$ cat src/rtl/riscv_ex_pkg.sv
// Shared constants and types for the execute-stage operand path.
// Used by ex_operand_stage and fwd_sel.
package riscv_ex_pkg;

  localparam int XLEN   = 32;
  localparam int REG_AW = 5;

  typedef struct packed {
    logic [XLEN-1:0] op_a;
    logic [XLEN-1:0] op_b;
    logic            u;
  } operand_bundle_t;

  typedef enum logic [1:0] {
    ST_EMPTY = 2'd0,
    ST_FULL  = 2'd1,
    ST_SKID  = 2'd2
  } opst_e;

endpackage

$ cat src/rtl/fwd_sel.sv
// One source-register operand select: MEM result, else WB result, else register file.
// Forwarding exists only when EX_OPERAND_FWD_EN is defined; otherwise the rf data passes straight through.
module fwd_sel #(
  parameter int XLEN   = 32,
  parameter int REG_AW = 5
) (
  input  logic [REG_AW-1:0] rs_addr,
  input  logic [XLEN-1:0]   rf_data,
  input  logic              mem_we,
  input  logic [REG_AW-1:0] mem_rd,
  input  logic [XLEN-1:0]   mem_data,
  input  logic              wb_we,
  input  logic [REG_AW-1:0] wb_rd,
  input  logic [XLEN-1:0]   wb_data,
  output logic [XLEN-1:0]   operand
);

`ifdef EX_OPERAND_FWD_EN
  // x0 is hard-wired zero in the register file, so it is never forwarded.
  always_comb begin
    operand = rf_data;
    if (rs_addr != '0) begin
      if (mem_we && (mem_rd == rs_addr)) begin
        operand = mem_data;
      end else if (wb_we && (wb_rd == rs_addr)) begin
        operand = wb_data;
      end
    end
  end
`else
  logic unused_taps;
  assign unused_taps = ^{rs_addr, mem_we, mem_rd, mem_data, wb_we, wb_rd, wb_data};
  assign operand     = rf_data;
`endif

endmodule

$ cat src/rtl/ex_operand_stage.sv
// Registered operand stage: forwarding/immediate select feeding a 2-entry skid buffer.
// Optional MEM/WB forwarding is enabled with the EX_OPERAND_FWD_EN macro.
module ex_operand_stage
  import riscv_ex_pkg::*;
(
  input  logic              I_CLK,
  input  logic              I_RST_N,
  input  logic              I_VALID,
  output logic              O_READY,
  input  logic [REG_AW-1:0] I_RS1_ADDR,
  input  logic [REG_AW-1:0] I_RS2_ADDR,
  input  logic [XLEN-1:0]   I_RS1_DATA,
  input  logic [XLEN-1:0]   I_RS2_DATA,
  input  logic [XLEN-1:0]   I_IMM,
  input  logic              I_USE_IMM,
  input  logic              I_U,
  input  logic              I_FLUSH,
  input  logic              I_MEM_WE,
  input  logic [REG_AW-1:0] I_MEM_RD,
  input  logic [XLEN-1:0]   I_MEM_DATA,
  input  logic              I_WB_WE,
  input  logic [REG_AW-1:0] I_WB_RD,
  input  logic [XLEN-1:0]   I_WB_DATA,
  output logic              O_VALID,
  input  logic              I_READY,
  output logic [XLEN-1:0]   O_OP_A,
  output logic [XLEN-1:0]   O_OP_B,
  output logic              O_U,
  output opst_e             O_STATE
);

  // Handshake: a bundle moves on a rising edge only when its valid and the
  // receiver's ready are both high; valid never depends on ready, and the
  // offered bundle holds steady until it moves.

  logic [XLEN-1:0] rs1_val, rs2_val;
  operand_bundle_t in_b, m_q, m_d, s_q, s_d;
  opst_e           state_q, state_d;
  logic            ready_q;
  logic            accept, xfer;

  fwd_sel #(.XLEN(XLEN), .REG_AW(REG_AW)) u_fwd_rs1 (
    .rs_addr (I_RS1_ADDR), .rf_data (I_RS1_DATA),
    .mem_we  (I_MEM_WE),   .mem_rd  (I_MEM_RD),   .mem_data (I_MEM_DATA),
    .wb_we   (I_WB_WE),    .wb_rd   (I_WB_RD),    .wb_data  (I_WB_DATA),
    .operand (rs1_val)
  );

  fwd_sel #(.XLEN(XLEN), .REG_AW(REG_AW)) u_fwd_rs2 (
    .rs_addr (I_RS2_ADDR), .rf_data (I_RS2_DATA),
    .mem_we  (I_MEM_WE),   .mem_rd  (I_MEM_RD),   .mem_data (I_MEM_DATA),
    .wb_we   (I_WB_WE),    .wb_rd   (I_WB_RD),    .wb_data  (I_WB_DATA),
    .operand (rs2_val)
  );

  always_comb begin
    in_b.op_a = rs1_val;
    in_b.op_b = I_USE_IMM ? I_IMM : rs2_val;
    in_b.u    = I_U;
  end

  assign O_VALID = (state_q != ST_EMPTY);
  assign O_READY = ready_q;
  assign O_OP_A  = m_q.op_a;
  assign O_OP_B  = m_q.op_b;
  assign O_U     = m_q.u;
  assign O_STATE = state_q;

  assign accept = I_VALID & ready_q;
  assign xfer   = O_VALID & I_READY;

  always_comb begin
    state_d = state_q;
    m_d     = m_q;
    s_d     = s_q;
    if (I_FLUSH) begin
      state_d = ST_EMPTY;
    end else begin
      case (state_q)
        ST_EMPTY: begin
          if (accept) begin
            state_d = ST_FULL;
            m_d     = in_b;
          end
        end
        ST_FULL: begin
          if (accept && xfer) begin
            m_d = in_b;
          end else if (accept) begin
            state_d = ST_SKID;
            s_d     = in_b;
          end else if (xfer) begin
            state_d = ST_EMPTY;
          end
        end
        ST_SKID: begin
          if (xfer) begin
            state_d = ST_FULL;
            m_d     = s_q;
          end
        end
        default: state_d = ST_EMPTY;
      endcase
    end
  end

  always_ff @(posedge I_CLK or negedge I_RST_N) begin
    if (!I_RST_N) begin
      state_q <= ST_EMPTY;
      ready_q <= 1'b1;
      m_q     <= '0;
      s_q     <= '0;
    end else begin
      state_q <= state_d;
      ready_q <= (state_d != ST_SKID);
      m_q     <= m_d;
      s_q     <= s_d;
    end
  end

endmodule
$ cat config.mk
export PLATFORM = sky130hd
export DESIGN_NAME = ex_operand_stage
export DESIGN_NICKNAME = d
export VERILOG_FILES = /design/src/rtl/riscv_ex_pkg.sv /design/src/rtl/fwd_sel.sv /design/src/rtl/ex_operand_stage.sv
export SDC_FILE = /design/constraint.sdc
export NUM_CORES = 1
export LEC_CHECK = 0
export CAP_MARGIN = 20
export CORE_MARGIN = 1
export CORE_UTILIZATION = 48
export CTS_BUF_LIST = sky130_fd_sc_hd__clkbuf_4
export DETAILED_ROUTE_END_ITERATION = 8
export PLACE_DENSITY_LB_ADDON = 0.1
export SYNTH_ARGS = -nofsm -noshare
export SYNTH_HDL_FRONTEND = slang
export SYNTH_HIERARCHICAL = 1
export SYNTH_SLANG_ARGS = --single-unit
export TNS_END_PERCENT = 1
$ cat constraint.sdc
create_clock -name I_CLK -period 2.8 [get_ports I_CLK]
set_input_delay 0.42 -clock I_CLK [delete_from_list [all_inputs] [get_ports I_CLK]]
set_output_delay 0.42 -clock I_CLK [all_outputs]
set_load 0.03 [all_outputs]
==> impl_metrics.toml <==
[worst_setup_path]
start_kind = "flop"
cp.depth = 2
r2r-end = "s_q[33]"
regToRegStartpoint = "O_READY"
critPathMaxFanout = 9
critical_path_buf_inv_count = 1
path_cells = "or2_2 > clkdlybuf4s50_1"
cpLargestDelayFamily = "buffers and inverters"
crit_type = "reg -> out"
worstSetupStartpoint = "O_STATE[1]"
r2r_cells = 4
critical_path_required_ns = 2.38
slowest_delay_ns = 0.59
slowest_stage = "clkdlybuf4s50_1"
worstPathArrival_ns = 1.97
r2r_slack_ns = 0.76
cp-endpoint = "O_VALID"
end_kind = "output port"

[floorplan]
io_pins = 258
start_util = 0.499
fp.dieW_um = 117
fp-row-count = 41
die_area_um2 = 13800
die_height_um = 117
core-area_um2 = 12800

[logic_synthesis]
synth_edf_count = 0
synth_compound_area_frac = 0.107
synthMuxAreaShare = 0.181
synth.avg_cell_area_um2 = 10.5
yosysSeqAreaShare = 0.521
synth_xor_area_frac = 0
ys_warn_count = 6
synthCells = 607
ys_ff_latch = 133
synth_top_family_by_area = "multiplexers"
synth_fp_nets = 796
synth_fa_ha_area_frac = 0
netlist_area_um2 = 6390
ys.flop_type = "dfrtp_1"
synth.distinct_cells = 22
async_flop_share = 1.00
synth_simple_gate_area_frac = 0.0841

[power]
swShare = 0.320
seqPwrFrac = 0.476
power.switching_mw = 1.78
irDropWorstVdd_mv = 0.358
power_leakage_nw = 3.96
p_clk_frac = 0.222
share_comb_of_total_power = 0.302
internal_power_mw = 3.77
p_per_area_nw_per_um2 = 689

[place]
hpwl_um = 8960
placedInstanceArea_um2 = 7770
gp_congestion = 0.769
dpl.cell_count = 856
port_buffers = 171

[grt]
grt_pass1_wl_um = 22500
grt_usage = 0.208
overflow = 0
grt_max_degree = 72
antenna_found_initial = 0
grt_pass1_vias = 4481

[timing]
max_clock_freq_mhz = 418
clock_skew_ns = 0.0222
slew_violations = 0
finalSetupViolCount = 0
worst_pin_slew_ns = 0.659
fin_crit_ns = 2.39
setup-tns-final_ns = 0
grt_setup_unrepaired = "false"
relSlewSlack = 0.560
final_hold_viol_count = 0
fin_crit_sh = 0.854

[cells_and_area]
diodes = 0
fillers = 1099
fin_nets = 893
layout_common_cells = "clkdlybuf4s50_1, dfrtp_1, nand2_1, o21ai_0, mux2i_1"
postLayoutCellArea_um2 = 8050
drive_above_1_share = 0.112
area_growth_pct = 25.8
stdcell_count = 889
final_common_cell = "clkdlybuf4s50_1"

[flow_run]
maxCapViolations = 0

[detailed_routing]
num_vias = 4366
avgViaCountPerCell = 4.91
ant_nets = 0
dr.pass1.iters = 4
wire_per_inst_um = 14.9
drt_iter0_drc = 208
drc = 0
wirelength_um = 13200

[cts]
cts_sinks = 133
cts_setup_buffers = 0
root_buffer = "clkbuf_4"
numCtsBuffers = 17
h-tree-depth = 4
clockBufferDepth = 2
clk_latency_ns = 0.54
cts_resized = 0
cts_tree = "done"
clkTransAtPathRegs_ns = 0.11

[outcome]
outcome = "completed"

[min_path]
hold_class = "in -> async"
==> registers in the layout (all words and copies together), names as in the netlist <==
register and flops:
s_q 65, O_READY 1, O_OP_A 32, O_OP_B 32, O_U 1, O_STATE 2
==> per-stage QoR <==
step / utilization / setup WS (ns) / total power, mW / hold WS, ns
detailed placement: 0.606 / 0.328 / 4.36 / 0.465
finish: 0.628 / 0.408 / 5.55 / 0.450
CTS: 0.628 / 0.350 / 5.62 / 0.437
floorplan: - / 0.833 / 3.66 / 0.124
global route: 0.628 / 0.317 / 5.87 / 0.480
global placement: 0.606 / 0.389 / 4.30 / 0.456
==> logic make-up (layout without fill, tap and decap cells) <==
family,after synthesis,after routing
buf+inv,105,215
flops,133,133
simple gates,137,137
mux,99,99
compound gates,133,133
==> Yosys cell counts (all sizes together), types with 26 or more instances <==
cell type	count	area, µm²
clkbuf	26	97.6
buf	78	588
nand2	131	492
mux2i	66	661
o21ai	129	646
mux2	33	495
dfrtp	132	3300
==> per-layer routing <==
metal / routed length (µm) / track usage / vias up
li1: - / - / 2175
met1: 6120 / 0.269 / 2056
met2: 6090 / 0.327 / 116
met3: 777 / 0.0608 / 19
met4: 229 / 0.0844 / 0
met5: 0 / 0 / -
==> worst reg2reg max path, cell delays in order, from the launching register on <==
cell and delay, ns:
dfstp_2 0.54, nand2_1 0.11, or4b_4 0.67, buf_12 0.26
mux2_4 0.35
==> area by class of cell <==
type | count | area, µm² | share of cell area
Sequential cell | 133 | 3330 | 0.414
Timing Repair Buffer | 182 | 1840 | 0.229
Multi-Input combinational cell | 369 | 2390 | 0.297
Inverter | 1 | 3.75 | 0.000466
Clock inverter | 11 | 110 | 0.0137
Clock buffer | 21 | 158 | 0.0196
Tap cell | 172 | 215 | 0.0267
==> power groups by stage <==
stage	Sequential, mW	Clock (mW)	Combinational (mW)
floorplan	3.01	0	0.651
global placement	2.64	0	1.65
detailed placement	2.67	0	1.69
CTS	2.64	1.28	1.69
global route	2.70	1.35	1.82
finish	2.64	1.23	1.67
==> worst min path at each step <==
stage	to	slack [ns]	depth (start not counted)
after CTS	O_OP_A[0]	0.44	2
after detailed placement	s_q[20]	0.47	2
after global routing	s_q[48]	0.48	2
final	O_OP_B[21]	0.45	2
after global placement	s_q[5]	0.46	2
after floorplan	O_OP_A[0]	0.12	0
==> repair_timing <==
item	4_1_cts	5_1_grt
endpoints found under the hold margin	67	0
setup endpoints to repair	0	0
hold buffers	1	0
Power figures use the tool's default switching activity.
